**src/rtl/nibble_serial_adder.sv**
```systemverilog
// nibble_serial_adder: 16-bit add performed one nibble per cycle through an
// external combinational 4-bit adder (add_a/add_b/add_c_in -> add_sum/add_c_out).
// Start is accepted in IDLE, four RUN cycles walk nibbles 0..3, DONE pulses once.
// Optional build macro: NIBBLE_SERIAL_ADDER_OVF_EN adds the two's-complement ovf output.
//
// state | meaning
// IDLE  | waiting for start; adder inputs forced to 0
// RUN   | one nibble per edge, idx selects the nibble
// DONE  | one-cycle done pulse, result valid, then back to IDLE

module nibble_serial_adder (
   input  logic        clk,
   input  logic        rst_n,
   input  logic        start,
   input  logic [15:0] op_a,
   input  logic [15:0] op_b,
   input  logic        c_in,
   output logic [3:0]  add_a,
   output logic [3:0]  add_b,
   output logic        add_c_in,
   input  logic [3:0]  add_sum,
   input  logic        add_c_out,
   output logic        busy,
   output logic        done,
   output logic [15:0] sum,
   output logic        c_out
`ifdef NIBBLE_SERIAL_ADDER_OVF_EN
   ,
   output logic        ovf
`endif
);

   typedef enum logic [1:0] {
      IDLE = 2'd0,
      RUN  = 2'd1,
      DONE = 2'd2
   } state_t;

   state_t      state;
   state_t      state_nxt;
   logic [1:0]  idx;
   logic [15:0] a_q;
   logic [15:0] b_q;
   logic        carry;
   logic        accept;

   assign accept = (state == IDLE) && start;

   // State register; reset aborts any operation in flight.
   always_ff @(posedge clk or negedge rst_n) begin
      if (!rst_n) begin
         state <= IDLE;
      end else begin
         state <= state_nxt;
      end
   end

   // Next-state and status/adder-input decode.
   always_comb begin
      state_nxt = state;
      busy      = 1'b0;
      done      = 1'b0;
      add_a     = 4'd0;
      add_b     = 4'd0;
      add_c_in  = 1'b0;
      case (state)
         IDLE: begin
            if (start) begin
               state_nxt = RUN;
            end
         end
         RUN: begin
            busy     = 1'b1;
            add_a    = a_q[{idx, 2'b00} +: 4];
            add_b    = b_q[{idx, 2'b00} +: 4];
            add_c_in = carry;
            if (idx == 2'd3) begin
               state_nxt = DONE;
            end
         end
         DONE: begin
            done      = 1'b1;
            state_nxt = IDLE;
         end
         default: begin
            state_nxt = IDLE;
         end
      endcase
   end

   // Operand capture, per-nibble result write-back and carry chaining.
   always_ff @(posedge clk or negedge rst_n) begin
      if (!rst_n) begin
         a_q   <= 16'd0;
         b_q   <= 16'd0;
         idx   <= 2'd0;
         carry <= 1'b0;
         sum   <= 16'd0;
         c_out <= 1'b0;
      end else if (accept) begin
         a_q   <= op_a;
         b_q   <= op_b;
         idx   <= 2'd0;
         carry <= c_in;
         sum   <= 16'd0;
         c_out <= 1'b0;
      end else if (state == RUN) begin
         sum[{idx, 2'b00} +: 4] <= add_sum;
         carry                  <= add_c_out;
         idx                    <= idx + 2'd1;
         if (idx == 2'd3) begin
            c_out <= add_c_out;
         end
      end
   end

`ifdef NIBBLE_SERIAL_ADDER_OVF_EN
   // Signed overflow: like-signed operands producing a result of the other sign.
   always_ff @(posedge clk or negedge rst_n) begin
      if (!rst_n) begin
         ovf <= 1'b0;
      end else if (accept) begin
         ovf <= 1'b0;
      end else if ((state == RUN) && (idx == 2'd3)) begin
         ovf <= (a_q[15] == b_q[15]) && (add_sum[3] != a_q[15]);
      end
   end
`endif

endmodule

```
**config.mk**
```make
export PLATFORM = sky130hd
export DESIGN_NAME = nibble_serial_adder
export DESIGN_NICKNAME = d
export VERILOG_FILES = /design/src/rtl/nibble_serial_adder.sv
export SDC_FILE = /design/constraint.sdc
export NUM_CORES = 1
export LEC_CHECK = 0
export ABC_AREA = 1
export BUFFER_PORTS_ARGS = -buffer_cell sky130_fd_sc_hd__clkbuf_2
export CAP_MARGIN = 20
export CORE_ASPECT_RATIO = 1.2
export CORE_MARGIN = 5
export CORE_UTILIZATION = 45
export DETAILED_ROUTE_END_ITERATION = 6
export GPL_TIMING_DRIVEN = 0
export PLACE_DENSITY = 0.83
export SKIP_CTS_REPAIR_TIMING = 1
export SLEW_MARGIN = 30
export SYNTH_ARGS = -nofsm -noshare
export SYNTH_HDL_FRONTEND = slang
export SYNTH_SLANG_ARGS = --single-unit
```
**constraint.sdc**
```tcl
create_clock -name clk -period 1.7 [get_ports clk]
set_clock_uncertainty 0.05 [all_clocks]
set_input_delay 0.085 -clock clk [delete_from_list [all_inputs] [get_ports clk]]
set_output_delay 0.085 -clock clk [all_outputs]
set_load 0.01 [all_outputs]
```
Word-level counts from Yosys, hierarchy flattened

Index checks and enable logic that the tools add are counted.

$add $sub $neg: 2
Equality and inequality tests: 5
Shifts and indexed selects: 4
Mux-type cells: 18
Reduce and logical (&&, ||, !) cells: 6

Operator list:

| cell                     | number |
|---|---|
| $mux W16                 | 2 |
| $shiftx A16 B5 Y4        | 2 |
| $bwmux W16               | 1 |
| $shift A4 B6 Y16 const A | 1 |
| $shiftx A4 B6 Y16        | 1 |
| $mux W1                  | 8 |
| $mux W2                  | 4 |
| $mux W4                  | 2 |
| $neg A4 Y6               | 1 |
| $eq A2 B2 Y1 const B     | 2 |
| $pmux W2 S2              | 1 |
| $reduce_and A2 Y1        | 2 |
| $reduce_bool A2 Y1       | 2 |
| $add A2 B1 Y2 const B    | 1 |
| $eq A2 B1 Y1 const B     | 1 |
| $logic_not A2 Y1         | 1 |
| $ne A2 B1 Y1 const B     | 1 |
| $ne A2 B2 Y1 const B     | 1 |
| $logic_and A1 B1 Y1      | 1 |

Register bits after elaboration: 54
Bits of input ports: 41
Word-level logic and storage cells: 42

Longest topological paths before layout

Depth after elaboration: 5
Gate-level depth with buffers: 8

Least setup slack after synthesis

OpenSTA, ideal clock, no wires.

Path type: register to register
Start: register idx[1]
End: register sum[4]
Setup time: 0.065 ns
Arrival: 1.562 ns
Data required time: 1.585 ns
Path slack: 0.023 ns
Stages on the path, launching flop included: 7
Period minus slack after synthesis: 1.677 ns
Cell sequence: dfrtp_1 -> clkbuf_1 -> inv_2 -> ha_1 -> nand4_1 -> or2_2 -> nand2_1

Longest elaborated chain between the ends: 5

Ends and longest elaborated chain:

| item                                                         | RTL line | source |
|---|---|---|
| start, declared                                              | 41       | `logic [1:0] idx;` |
| start signal, assigned                                       | 110      | `idx <= idx + 2'd1;` |
| $neg A4 Y6 *                                                 | 108      | `sum[{idx, 2'b00} +: 4] <= add_sum;` |
| $shiftx A4 B6 Y16 / $shift A4 B6 Y16 (equally long branches) | 108      |  |
| $bwmux W16 *                                                 | 108      |  |
| $mux W16 *                                                   | 107      | `end else if (state == RUN) begin` |
| $mux W16 *                                                   | 100      | `end else if (accept) begin` |
| end signal, assigned by index                                | 108      |  |
| end, declared                                                | 25       | `output logic [15:0] sum,` |

Mark *: on every way between the ends. The rest lies on a longest branch, timed or not. The select of a mux whose other input is x is not followed.
A chain may end at the register's enable or synchronous reset.

Final worst setup path

Start: register idx[0]
End: output port add_a[0]

Longest elaborated chain between the ends: 2

Ends and longest elaborated chain:

| item              | RTL line | source |
|---|---|---|
| $shiftx A16 B5 Y4 | 74       | `add_a = a_q[{idx, 2'b00} +: 4];` |
| $mux W4           | 66       | `case (state)` |
| end, declared     | 18       | `output logic [3:0] add_a,` |

Every way passes these cells.

==> summary.md <==
| Metric | Value |
|---|---|
| First-pass GRT wire length | `10600 um` |
| Cell Pwr Density | `about 1600 nW/um^2` |
| Die Ht | `approximately 94 um` |
| DRT Wirelength | `between 7000 and 8000 um` |
| Seq/Total Area, Yosys | `51.0%` |
| Die ar. | `about 7500 sq um` |
| Commonest cells post-synth | `nand2_1 (144), dfrtp_1 (54), nor2_1 (52), inv_1 (32), o21ai_0 (21)` |
| Flop2flop setup slack | `approximately 80 ps` |
| Worst Path Required | `approximately 1600 ps` |
| VDD IR max | `~0.86 mV` |
| Root buffer cell | `clkbuf_8` |
| Synth Area in Simple Gates | `between 30% and 40%` |
| Layout cells sized above 1 | `around 23%` |
| Status | `finished clean` |
| Syn_area_per_cell | `7.35 sq um` |
| Crit. End Element | `output port` |
| Largest net degree at the start of global routing | `55` |
| GRT Total Usage | `between 10% and 20%` |
| Iter 0 DRT Violations | `~120` |
| Initial DRT Pass Iterations | `5` |
| Area added between synthesis and finish | `38.1%` |
| Synthesized net count | `407` |
| Placeable core area | `between 5000 and 6000 sq um` |
| Synth Register Bits | `54` |
| Largest family of logic cells by synthesized area | `simple AND/OR/NAND/NOR gates` |
| Final setup margin | `54.0 ps` |
| Worst-path clk slew | `around 90 ps` |
| Routed Antenna Nets | `0` |
| Final RePlAce weighted congestion | `between 0.8 and 0.9` |
| Slew headroom | `around 52%` |
| Unrepaired setup endpoints after global routing | `true` |
| Share of the synthesized area in the top cell type | `just over 50%` |
| H-Tree Depth | `2` |
| CTS Sinks | `54` |
| Die W | `80.0 um` |
| CTS buffer count | `5` |
| RR Startpoint | `idx[0]` |
| Hold Path Stages | `3` |
| Remaining DRCs | `0` |
| Maximum root-to-sink buffer count | `2` |
| Clock latency on the worst-skew pair | `300 ps` |
| Via count | `2644` |
| Highest clock rate | `608 MHz` |
| Final worst path period share | `96.8%` |
| Adder-Cell Fraction of Synth Area | `between 2 and 3%` |
| Max-slew violation count | `0` |
| Most numerous cell in the Yosys netlist | `nand2_1` |
| Routed wire length per instance | `13.2 um` |
| Number of nets in the layout | `between 500 and 600` |
| Post-synth cell types | `19` |
| Setup crit end | `add_a[0]` |
| Area leader, netlist | `dfrtp_1` |
| Synth Warn # | `0` |
| Mux share of post-synthesis cell area | `0%` |
| Critical path type | `flip-flop to output port` |
| Final HPWL DP | `4800 um` |
| Global route overflow | `0` |
| Fin. Hold Viols | `0` |
| Leak Pwr | `roughly 2.0 nW` |
| Row count | `30` |
| Post-synthesis xor/xnor area fraction | `0%` |
| Initial antenna violation count | `0` |
| Pin slew with the least headroom to its limit | `approximately 720 ps` |
| Pre-CTS setup slack | `-276 ps` |
| Critical Path Start Type | `flip-flop` |
| EDFF count, synth | `0` |
| # IOs | `a little under 70` |
| Vias in the first global route | `2471` |
| Worst Hold Class | `input pin to flip-flop` |
| Main flop type after synthesis | `dfrtp_1` |
| Post-synthesis compound-gate area fraction | `5.91%` |
| Post-layout min period | `~1600 ps` |
| CP arrival | `1510 ps` |
| Top cells by area, synth | `dfrtp_1 (51%), nand2_1 (20%), nor2_1 (7.4%)` |
| CTS tree | `built` |
| Ant diodes | `0` |
| Critical Path Start | `idx[0]` |
| Final Setup Violations | `0` |
| Via density | `~4.8` |
| Post-Syn Instances | `360` |
| CP max FO | `10` |
| Cell area after synthesis | `roughly 2600 sq um` |
| Final Core Density | `64.1%` |
| Reg2reg path depth | `6` |
| Initial Util | `between 40% and 50%` |
| Max Cap Viol | `0` |
| PortBufs | `68` |
| Worst r2r dst | `sum[7]` |
| Async S/R FF share, synth | `100%` |
[worst min-delay path by stage]
| stage | startpoint | end |
|---|---|---|
| after floorplan | rst_n | a_q[0] |
| after global placement | op_b[8] | b_q[8] |
| after detailed placement | rst_n | sum[3] |
| after CTS | rst_n | sum[3] |
| after global routing | add_c_out | c_out |
| final | add_c_out | c_out |
[power breakdown]
group	internal [mW]	switching, mW
sequential	1.78	0.246
clock	0.441	0.398
combinational	1.15	1.86
total	3.38	2.50
[state kept, by name, summed over array words and instances, names as in the netlist]
register,count
idx,2
c_out,1
carry,1
b_q,16
sum,16
state,2
a_q,16
[cells in the final DEF, fill, tap and decap left out, types with 2 or more instances in the layout]
cell / n
inv_1: 29
o21ai_0: 21
clkbuf_2: 63
dlygate4sd3_1: 34
ha_1: 5
dfrtp_1: 54
clkbuf_4: 2
clkbuf_8: 5
or2_2: 4
nor2_2: 2
a21oi_2: 4
buf_4: 8
nand2_1: 143
inv_2: 3
nor2_1: 51
buf_2: 9
buf_6: 3
a21oi_1: 4
nand3_1: 18
clkbuf_1: 4
[metrics by stage]
step	cells	cell area (sq um)	TNS [ps]	power (mW)	hold WS, ps
3_3_place_gp	508	3090	-2950	4.52	231
6_report	556	3660	0	5.88	7.69
4_1_cts	516	3200	-5680	5.47	-171
2_1_floorplan	360	2650	0	3.78	-261
5_1_grt	556	3660	-248	6.37	20.2
3_5_place_dp	508	3090	-3540	4.62	161
[area by class of cell]
class                   count  area [sq um]
clock inverters             1          30.0
repair buffers            108           728
inverters                  34           134
clock buffers               7          76.3
multi-input cells         258          1130
flip-flops and latches     54          1350
fillers                   495          2050
plain buffers              14           104
well taps                  80           100
[critical path, stage by stage (launching register included)]
cell and delay [ps]:
dfrtp_1 380, buf_6 150, buf_8 130, nor2_1 50, nor2_1 130, nand2_1 80, a21oi_2 140, buf_2 150
[per-layer routing]
| layer | up-vias | routed length, um | track usage (%) |
|---|---|---|---|
| met5 | - | 0 | 0 |
| met4 | 0 | 146 | 5.07 |
| met3 | 17 | 395 | 4.03 |
| met2 | 87 | 3830 | 32.5 |
| met1 | 1217 | 2980 | 21.0 |
| li1 | 1323 | - | - |
[logic make-up after synthesis]
kind of cell	count (synthesis)
flops	54
simple gates	221
buf+inv	48
fa+ha+maj	6
compound gates	31
No activity file was read; power rests on OpenSTA's default activity.
